File: config.mk
export PLATFORM = sky130hd
export DESIGN_NAME = sseg_scan
export DESIGN_NICKNAME = d
export VERILOG_FILES = /design/src/rtl/sseg_pkg.sv /design/src/rtl/sseg_decode.sv /design/src/rtl/sseg_scan.sv
export SDC_FILE = /design/constraint.sdc
export NUM_CORES = 1
export LEC_CHECK = 0
export CORE_MARGIN = 4
export CORE_UTILIZATION = 51
export DETAILED_ROUTE_END_ITERATION = 8
export HOLD_SLACK_MARGIN = 0.06
export PLACE_DENSITY_LB_ADDON = 0.2
export SYNTH_ARGS = -nofsm -noshare
export SYNTH_HDL_FRONTEND = slang
export SYNTH_HIERARCHICAL = 1
export SYNTH_SLANG_ARGS = --single-unit
File: constraint.sdc
create_clock -name clk -period 7 [get_ports clk]
set_input_delay 1.05 -clock clk [delete_from_list [all_inputs] [get_ports clk]]
set_output_delay 1.05 -clock clk [all_outputs]
set_load 0.01 [all_outputs]
File: src/rtl/sseg_pkg.sv
// Shared types and constants for the four-digit seven-segment scanner.
// Provides the display-word record and the active-low hex segment table.
package sseg_pkg;

    localparam int unsigned NUM_DIGITS = 4;
    localparam logic [6:0]  SEG_BLANK  = 7'h7F;

    typedef struct packed {
        logic [15:0] value;
        logic [3:0]  dp;
        logic        blank_lz;
    } disp_word_t;

    // Index n holds the active-low {g,f,e,d,c,b,a} pattern for hex digit n.
    localparam logic [15:0][6:0] SEG_TABLE = {
        7'h0E, 7'h06, 7'h21, 7'h46,
        7'h03, 7'h08, 7'h10, 7'h00,
        7'h78, 7'h02, 7'h12, 7'h19,
        7'h30, 7'h24, 7'h79, 7'h40
    };

endpackage

File: src/rtl/sseg_decode.sv
// Combinational hex nibble to active-low seven-segment pattern.
// Ports: nib (4-bit hex digit in), seg (7-bit {g,f,e,d,c,b,a}, active-low out).
module sseg_decode
    import sseg_pkg::*;
(
    input  logic [3:0] nib,
    output logic [6:0] seg
);

    assign seg = SEG_TABLE[nib];

endmodule

File: src/rtl/sseg_scan.sv
// Time-multiplexed four-digit seven-segment driver with a one-deep word buffer.
// Ports: clk, rst_n (async, active-low); in_valid/in_ready/in_value/in_dp/
//        in_blank_lz (word handshake); an, seg, dp (active-low drive); frame.
module sseg_scan
    import sseg_pkg::*;
#(
    parameter int unsigned DIV = 100000
) (
    input  logic        clk,
    input  logic        rst_n,
    input  logic        in_valid,
    output logic        in_ready,
    input  logic [15:0] in_value,
    input  logic [3:0]  in_dp,
    input  logic        in_blank_lz,
    output logic [3:0]  an,
    output logic [6:0]  seg,
    output logic        dp,
    output logic        frame
);

    localparam int unsigned CW = (DIV > 1) ? $clog2(DIV) : 1;

    logic [CW-1:0] cnt_q, cnt_d;
    logic [1:0]    idx_q, idx_d;
    logic          frame_q, frame_d;
    disp_word_t    disp_q, disp_d;
    disp_word_t    pend_q, pend_d;
    logic          pend_full_q, pend_full_d;
    logic [3:0]    an_q, an_d;
    logic [6:0]    seg_q, seg_d;
    logic          dp_q, dp_d;

    logic          tick;
    logic          boundary;
    logic          accept;
    logic [3:0]    nib;
    logic [6:0]    dec_seg;
    logic [3:0]    lz;
    logic          blank;

    assign tick     = (cnt_q == CW'(DIV - 1));
    assign boundary = tick && (idx_q == 2'd3);
    assign in_ready = ~pend_full_q;
    assign accept   = in_valid && in_ready;

    always_comb begin
        cnt_d       = tick ? '0 : cnt_q + 1'b1;
        idx_d       = tick ? idx_q + 2'd1 : idx_q;
        frame_d     = boundary;
        disp_d      = disp_q;
        pend_d      = pend_q;
        pend_full_d = pend_full_q;
        // Only a frame boundary may change what is shown.
        if (boundary && pend_full_q) begin
            disp_d      = pend_q;
            pend_full_d = 1'b0;
        end
        // accept needs an empty pending slot, so it never collides
        // with the transfer above.
        if (accept) begin
            pend_d      = '{value: in_value, dp: in_dp, blank_lz: in_blank_lz};
            pend_full_d = 1'b1;
        end
    end

    // Outputs are computed from the next index/display so the
    // registered pattern lines up with the slot that just started.
    assign nib = disp_d.value[{idx_d, 2'b00} +: 4];

    sseg_decode u_dec (
        .nib (nib),
        .seg (dec_seg)
    );

    always_comb begin
        lz[3] = disp_d.blank_lz && (disp_d.value[15:12] == 4'h0);
        lz[2] = lz[3] && (disp_d.value[11:8] == 4'h0);
        lz[1] = lz[2] && (disp_d.value[7:4] == 4'h0);
        lz[0] = 1'b0;
        blank = lz[idx_d];
        an_d  = blank ? 4'hF : ~(4'b0001 << idx_d);
        seg_d = blank ? SEG_BLANK : dec_seg;
        dp_d  = blank | ~disp_d.dp[idx_d];
    end

    always_ff @(posedge clk or negedge rst_n) begin
        if (!rst_n) begin
            cnt_q       <= '0;
            idx_q       <= 2'd0;
            frame_q     <= 1'b0;
            disp_q      <= '0;
            pend_q      <= '0;
            pend_full_q <= 1'b0;
            an_q        <= 4'hF;
            seg_q       <= SEG_BLANK;
            dp_q        <= 1'b1;
        end else begin
            cnt_q       <= cnt_d;
            idx_q       <= idx_d;
            frame_q     <= frame_d;
            disp_q      <= disp_d;
            pend_q      <= pend_d;
            pend_full_q <= pend_full_d;
            an_q        <= an_d;
            seg_q       <= seg_d;
            dp_q        <= dp_d;
        end
    end

    assign an    = an_q;
    assign seg   = seg_q;
    assign dp    = dp_q;
    assign frame = frame_q;

endmodule

==> run metrics, run 1 <==
outcome=finished, final reports clean; number of standard cells after synthesis=297; count of endpoints failing setup in the final report=0; clock sink count=75; drt via density=approximately 5.5; worst setup margin=2.37 ns; final wirelength=7.03 mm; worst slew margin relative to its limit=25.0%; peak clock frequency supported by timing=0.216 GHz; type of the most critical hold path=flop to flop; post-layout util=62.9%; clock latency on the worst-skew pair=roughly 0.35 ns; mean instance size in the synthesized netlist=12.1 um2; standard-cell row count=30; worst hold margin=0.477 ns; number of buffers and inverters on the critical path=4; instance area at placement=0.00406 mm2; CP max FO=25; Slowest cell on crit path=nor4_1; most numerous cell on the critical path=inv_1; initial core utilization=52.8%; number of nets with antenna violations after routing=0; buffer count from post-CTS setup fixing=0; cell area after layout=roughly 0.0043 mm2; cts hold-fix bufs=0; most used standard cell by instance count after synthesis=dfrtp_1; H-tree Lvls=3; minimum setup slack after placement=between 2 and 2.5 ns; minimum setup slack among reg-to-reg paths=2.37 ns; router iterations before antenna repair=4; distinct cell type count after synthesis=48; Yosys top cell area share=a little over two fifths; most instantiated flip-flop cell in the synthesis netlist=dfrtp_1; endpoint required time on the critical path=7.25 ns; Post-Synthesis Cell Area=0.00360 mm2; Critical Path, Cell by Cell=or4b_4, nor4_4, buf_4, mux2i_1, inv_1, a2111oi_0, nor4_1, inv_1, ha_1, inv_1, mux4_2, o21bai_1; worst reg2reg startpoint=cnt_q[6]; number of port buffers=37; Synth Warn #=6; Max Slew Vio Count=0; deepest clock path buffer count=2; die area=0.00848 mm2; final worst path period need=~4.6 ns; Die Height=92.1 um; wire length of the first global-routing pass=12.0 mm; number of design-rule violations left by the first detailed-router iteration=134; vias after detailed routing=2407; CTS tree=done; cell type with the highest aggregate area in the netlist=dfrtp_1; clock buffer count from CTS=9; kind of critical path=flop to flop; average routed wire per standard cell=16.1 um; transition time at the pin with the least slew margin=1.12 ns; fraction of final layout cells sized beyond drive strength 1=22.9%; DR DRC count=0; launching element of the worst setup path=cnt_q[6]; Max Cap Violations=0; final count of hold timing violations=0; diodes inserted=0; Die X=92.1 um; share of flip-flops with an asynchronous set or reset after synthesis=100%; largest net degree at the start of global routing=76; worst flop-to-flop path endpoint=seg[3]; share of the cycle needed by the critical path after routing=66.1%; Area growth syn-to-layout=19.2%; final setup skew=between 0.01 and 0.015 ns; cell family with the largest share of critical-path delay=simple AND/OR/NAND/NOR gates; Placed Cells incl. Taps=420; Lkg Pwr=1.92 nW; PnR Total Power=~0.90 mW; clock slew at reported path FFs=0.07 ns; timing endpoint of the critical path=seg[3]; sequential share of the synthesized area=~52%; largest vdd supply drop=0.134 mV; PostCTS Resize Cnt=0; maximum cell stage delay along the critical path=0.97 ns; stages on the worst setup path=12; initial antenna violation count=0; final weighted congestion in routability-driven placement=0.834; final-stage net count=roughly 370; I/O pin cnt=38; launching element type of the critical path=flop; number of enable flip-flop cells after synthesis=0; Register-to-Register Path Depth=12; Total Routing Usage GR=17.9%; number of cells on the worst hold path=1; critical path data arrival time=4.88 ns; net count after synthesis=330; sum of negative setup slack=0 ns; placeable core region=a little under 0.007 mm2; Layout Cells excl Fill=436; total congestion overflow=0; clock root buffer=clkbuf_8; via count of the first global-routing pass=2435; HPWL reported at the end of detailed placement=4.84 mm; synthesized flop and latch total=75; top cells by area in the synthesized netlist=dfrtp_1 (44%), mux2_2 (9.7%), dfstp_2 (8.7%), ha_1 (3.1%), mux2i_1 (2.8%); RSZ-0062 raised after global routing=no; endpoint kind of the worst setup timing path=flop; most instantiated cells after synthesis=dfrtp_1 (63), mux2_2 (31), nor2_1 (19); power density normalized to cell area=209 mW/mm2
-- worst min-delay path by stage --
stage | from | end | slack (ns)
after floorplan | disp_q[8] | disp_q[8] | 0.45
after global placement | disp_q[8] | disp_q[8] | 0.46
after detailed placement | disp_q[8] | disp_q[8] | 0.46
after CTS | disp_q[8] | disp_q[8] | 0.48
after global routing | disp_q[8] | disp_q[8] | 0.50
final | disp_q[8] | disp_q[8] | 0.48
-- cells in the final DEF (no fill, tap or decap), types with 2 or more instances in the layout --
| cell type | instances |
|---|---|
| or4_1 | 2 |
| nand2_1 | 13 |
| a21o_1 | 8 |
| bufinv_16 | 3 |
| ha_1 | 9 |
| inv_1 | 6 |
| and3_1 | 9 |
| nor4_1 | 6 |
| nor3_1 | 5 |
| clkinv_2 | 2 |
| inv_2 | 2 |
| buf_4 | 3 |
| dfstp_2 | 12 |
| or3_1 | 2 |
| mux2_2 | 31 |
| nor2b_1 | 4 |
| nand3_1 | 6 |
| o21bai_1 | 8 |
| mux2i_1 | 10 |
| mux4_2 | 3 |
| nand4_1 | 5 |
| or4b_4 | 2 |
| clkbuf_8 | 10 |
| o211ai_1 | 3 |
| and2_1 | 2 |
| mux2_4 | 3 |
| a2111oi_0 | 9 |
| dfrtp_1 | 63 |
| a21oi_1 | 4 |
| xor2_1 | 7 |
| nor2_1 | 19 |
| xnor2_1 | 8 |
| o21ai_0 | 6 |
| clkdlybuf4s50_1 | 36 |
-- flip-flops by register name, summed over array words and instances, names as in the netlist --
register / cells
disp_q: 21
idx_q: 2
dp: 1
pend_full_q: 1
pend_q: 21
seg: 7
frame: 1
cnt_q: 17
an: 4
-- area by class of cell --
type,instances,area (um2)
fill,561,2530
tap,96,120
clock buffer,11,141
sequential,75,1890
multi-input combinational,201,1630
clock inverter,5,100
inverter,8,30.0
timing repair buffer,40,388
-- per-layer routing --
layer | routed length (um) | vias to the layer above | GRT usage [%]
li1 | - | 1153 | -
met1 | 3330 | 1207 | 24.6
met2 | 3390 | 38 | 27.7
met3 | 200 | 9 | 3.45
met4 | 110 | 0 | 7.67
met5 | 0 | - | 0
-- logic make-up after synthesis --
group                      count (synthesis)  share of synthesized area, %
AOI/OAI and AO/OA                         45                          9.27
xor gates and xnor gates                  15                          3.64
adders and majority gates                  9                          3.12
buffers and inverters                     21                          2.67
DFF                                       75                          52.5
muxes                                     47                          15.6
and+or+nand+nor                           85                          13.2
-- worst reg2reg max path, stage by stage, from the launching register on --
cell       delay (ns)
dfrtp_1          0.43
or4b_4           0.57
nor4_4           0.26
buf_4            0.31
mux2i_1          0.26
inv_1            0.34
a2111oi_0        0.12
nor4_1           0.97
inv_1            0.27
ha_1             0.36
inv_1            0.05
mux4_2           0.44
o21bai_1         0.16
-- power breakdown --
group          switching, mW  leakage [nW]  internal [mW]
clock                  0.153         0.123          0.246
sequential            0.0121         0.945          0.449
combinational         0.0136         0.853         0.0238
Power figures use the tool's default switching activity.
==> run 2: changes to the inputs <==
==> constraint.sdc (replaced) <==
create_clock -name clk -period 4.2 [get_ports clk]
set_input_delay 0.63 -clock clk [delete_from_list [all_inputs] [get_ports clk]]
set_output_delay 0.63 -clock clk [all_outputs]
set_load 0.01 [all_outputs]
==> run 2 against run 1 <==
Flip-flop and latch count did not move. Critical path type unchanged. Combinational power grew 67%. Die area stayed put. Sequential power grew 67%. Count of clock-buffer cells in the layout increased by 1. Clock power is 46% higher. Wire length rose by 7.8%. Power rose by 58%. Via count grew 2.8%. Setup slack lost 2.1 ns. Maximum frequency increased by 18%. First-iteration DRC count is 27% higher.
==> run metrics, run 2 (synthesis results as in run 1) <==
outcome=finished, final reports clean (unchanged); transition time at the pin with the least slew margin=1.11 ns (was 1.12 ns); via count of the first global-routing pass=2546 (was 2435); DR DRC count=0 (unchanged); cts hold-fix bufs=0 (unchanged); wire length of the first global-routing pass=12.9 mm (was 12.0 mm); critical path data arrival time=4.18 ns (was 4.88 ns); number of design-rule violations left by the first detailed-router iteration=170 (was 134); sum of negative setup slack=0 ns (unchanged); CTS tree=done (unchanged); clock buffer count from CTS=9 (unchanged); kind of critical path=flop to flop (unchanged); Die Height=92.1 um (unchanged); placeable core region=0.00683 mm2 (unchanged); worst slew margin relative to its limit=25.7% (was 25.0%); Max Slew Vio Count=0 (unchanged); type of the most critical hold path=input port to asynchronous set/reset pin (was flop to flop); H-tree Lvls=3 (unchanged); number of nets with antenna violations after routing=0 (unchanged); final weighted congestion in routability-driven placement=0.823 (was 0.834); worst setup margin=0.275 ns (was 2.37 ns); peak clock frequency supported by timing=0.255 GHz (was 0.216 GHz); initial core utilization=52.8% (unchanged); HPWL reported at the end of detailed placement=5.28 mm (was 4.84 mm); average routed wire per standard cell=17.2 um (was 16.1 um); clock latency on the worst-skew pair=0.35 ns (about the same); CP max FO=24 (was 25); buffer count from post-CTS setup fixing=0 (unchanged); final setup skew=0.00559 ns (was 0.0137 ns); largest net degree at the start of global routing=54 (was 76); fraction of final layout cells sized beyond drive strength 1=24.3% (was 22.9%); I/O pin cnt=38 (unchanged); worst reg2reg startpoint=cnt_q[6] (unchanged); post-layout util=63.0% (was 62.9%); Register-to-Register Path Depth=11 (was 12); die area=0.00848 mm2 (unchanged); worst hold margin=0.236 ns (was 0.477 ns); Max Cap Violations=0 (unchanged); Placed Cells incl. Taps=425 (was 420); number of port buffers=37 (unchanged); clock root buffer=clkbuf_8 (unchanged); initial antenna violation count=0 (unchanged); commonest non-fill, non-tap cells in the layout=dfrtp_1 (63), clkdlybuf4s50_1 (36), mux2_2 (31) (unchanged); most common cell after layout, fill and taps aside=dfrtp_1 (unchanged); power density normalized to cell area=329 mW/mm2 (was 209 mW/mm2); final count of hold timing violations=0 (unchanged); Lkg Pwr=1.93 nW (was 1.92 nW); standard-cell row count=30 (unchanged); final wirelength=7.57 mm (was 7.03 mm); launching element of the worst setup path=cnt_q[6] (unchanged); largest vdd supply drop=0.231 mV (was 0.134 mV); final worst path period need=3.93 ns (was 4.63 ns); router iterations before antenna repair=4 (unchanged); minimum setup slack after placement=0.369 ns (was 2.46 ns); register cell area after layout=0.00189 mm2 (unchanged); share of the cycle needed by the critical path after routing=93.5% (was 66.1%); clock sink count=75 (unchanged); endpoint kind of the worst setup timing path=flop (unchanged); vias after detailed routing=2474 (was 2407); launching element type of the critical path=flop (unchanged); final-stage net count=373 (was 368); largest registers in the final layout=disp_q x21, pend_q x21, cnt_q x17 (unchanged); count of endpoints failing setup in the final report=0 (unchanged); Layout Cells excl Fill=441 (was 436); deepest clock path buffer count=2 (unchanged); Area growth syn-to-layout=19.4% (was 19.2%); Die X=92.1 um (unchanged); PostCTS Resize Cnt=0 (unchanged); Total Routing Usage GR=19.4% (was 17.9%); count of filler cells inserted in the layout=564 (was 561); minimum setup slack among reg-to-reg paths=0.27 ns (was 2.37 ns); diodes inserted=0 (unchanged); drt via density=5.61 (was 5.52); total congestion overflow=0 (unchanged); RSZ-0062 raised after global routing=no (unchanged); endpoint required time on the critical path=4.45 ns (was 7.25 ns); area of combinational cells with multiple inputs=0.00163 mm2 (unchanged); clock slew at reported path FFs=0.08 ns (was 0.07 ns)
-- run 2: stage by stage --
stage | instance area (um2) | power, mW
after floorplan | 3600 | 0.800
after global placement | 4090 | 0.847
after detailed placement | 4090 | 0.848
after CTS | 4310 | 1.43
after global routing | 4310 | 1.47
final | 4310 | 1.42
-- run 2: worst paths after layout --
kind / end
max: seg[3]
min: frame
max reg2reg: seg[3]
min in group clk: disp_q[5]
min reg2reg: disp_q[5]
max in group asynchronous: pend_q[14]
-- run 2: layout make-up --
class / instances / share of cell area [%]
repair buffers: 45 / 9.88
clock buffers: 12 / 3.84
flip-flops and latches: 75 / 43.9
well taps: 96 / 2.79
clock inverters: 4 / 1.10
inverters: 8 / 0.697
multi-input cells: 201 / 37.8
-- run 2: power breakdown --
part	switching, mW	internal (mW)	total, mW	leakage [nW]
combinational	0.0230	0.0396	0.0626	0.876
sequential	0.0224	0.749	0.771	0.945
clock	0.261	0.321	0.582	0.108
total	0.307	1.11	1.42	1.93
-- run 2: routing by layer --
layer / routed length, um / track usage, %
met5: 0 / 0
met4: 114 / 7.05
met3: 363 / 4.51
met2: 3520 / 29.6
met1: 3570 / 27.2
-- run 2: worst max-delay path, stage by stage (launching register included) --
cell and delay, ns:
dfrtp_1 0.44, or4b_4 0.58, nor4_4 0.30, buf_4 0.32, xnor2_1 0.30, inv_2 0.21, a2111oi_0 0.52, nor4_1 0.12
buf_4 0.19, ha_1 0.23, mux4_2 0.46, o21bai_1 0.16
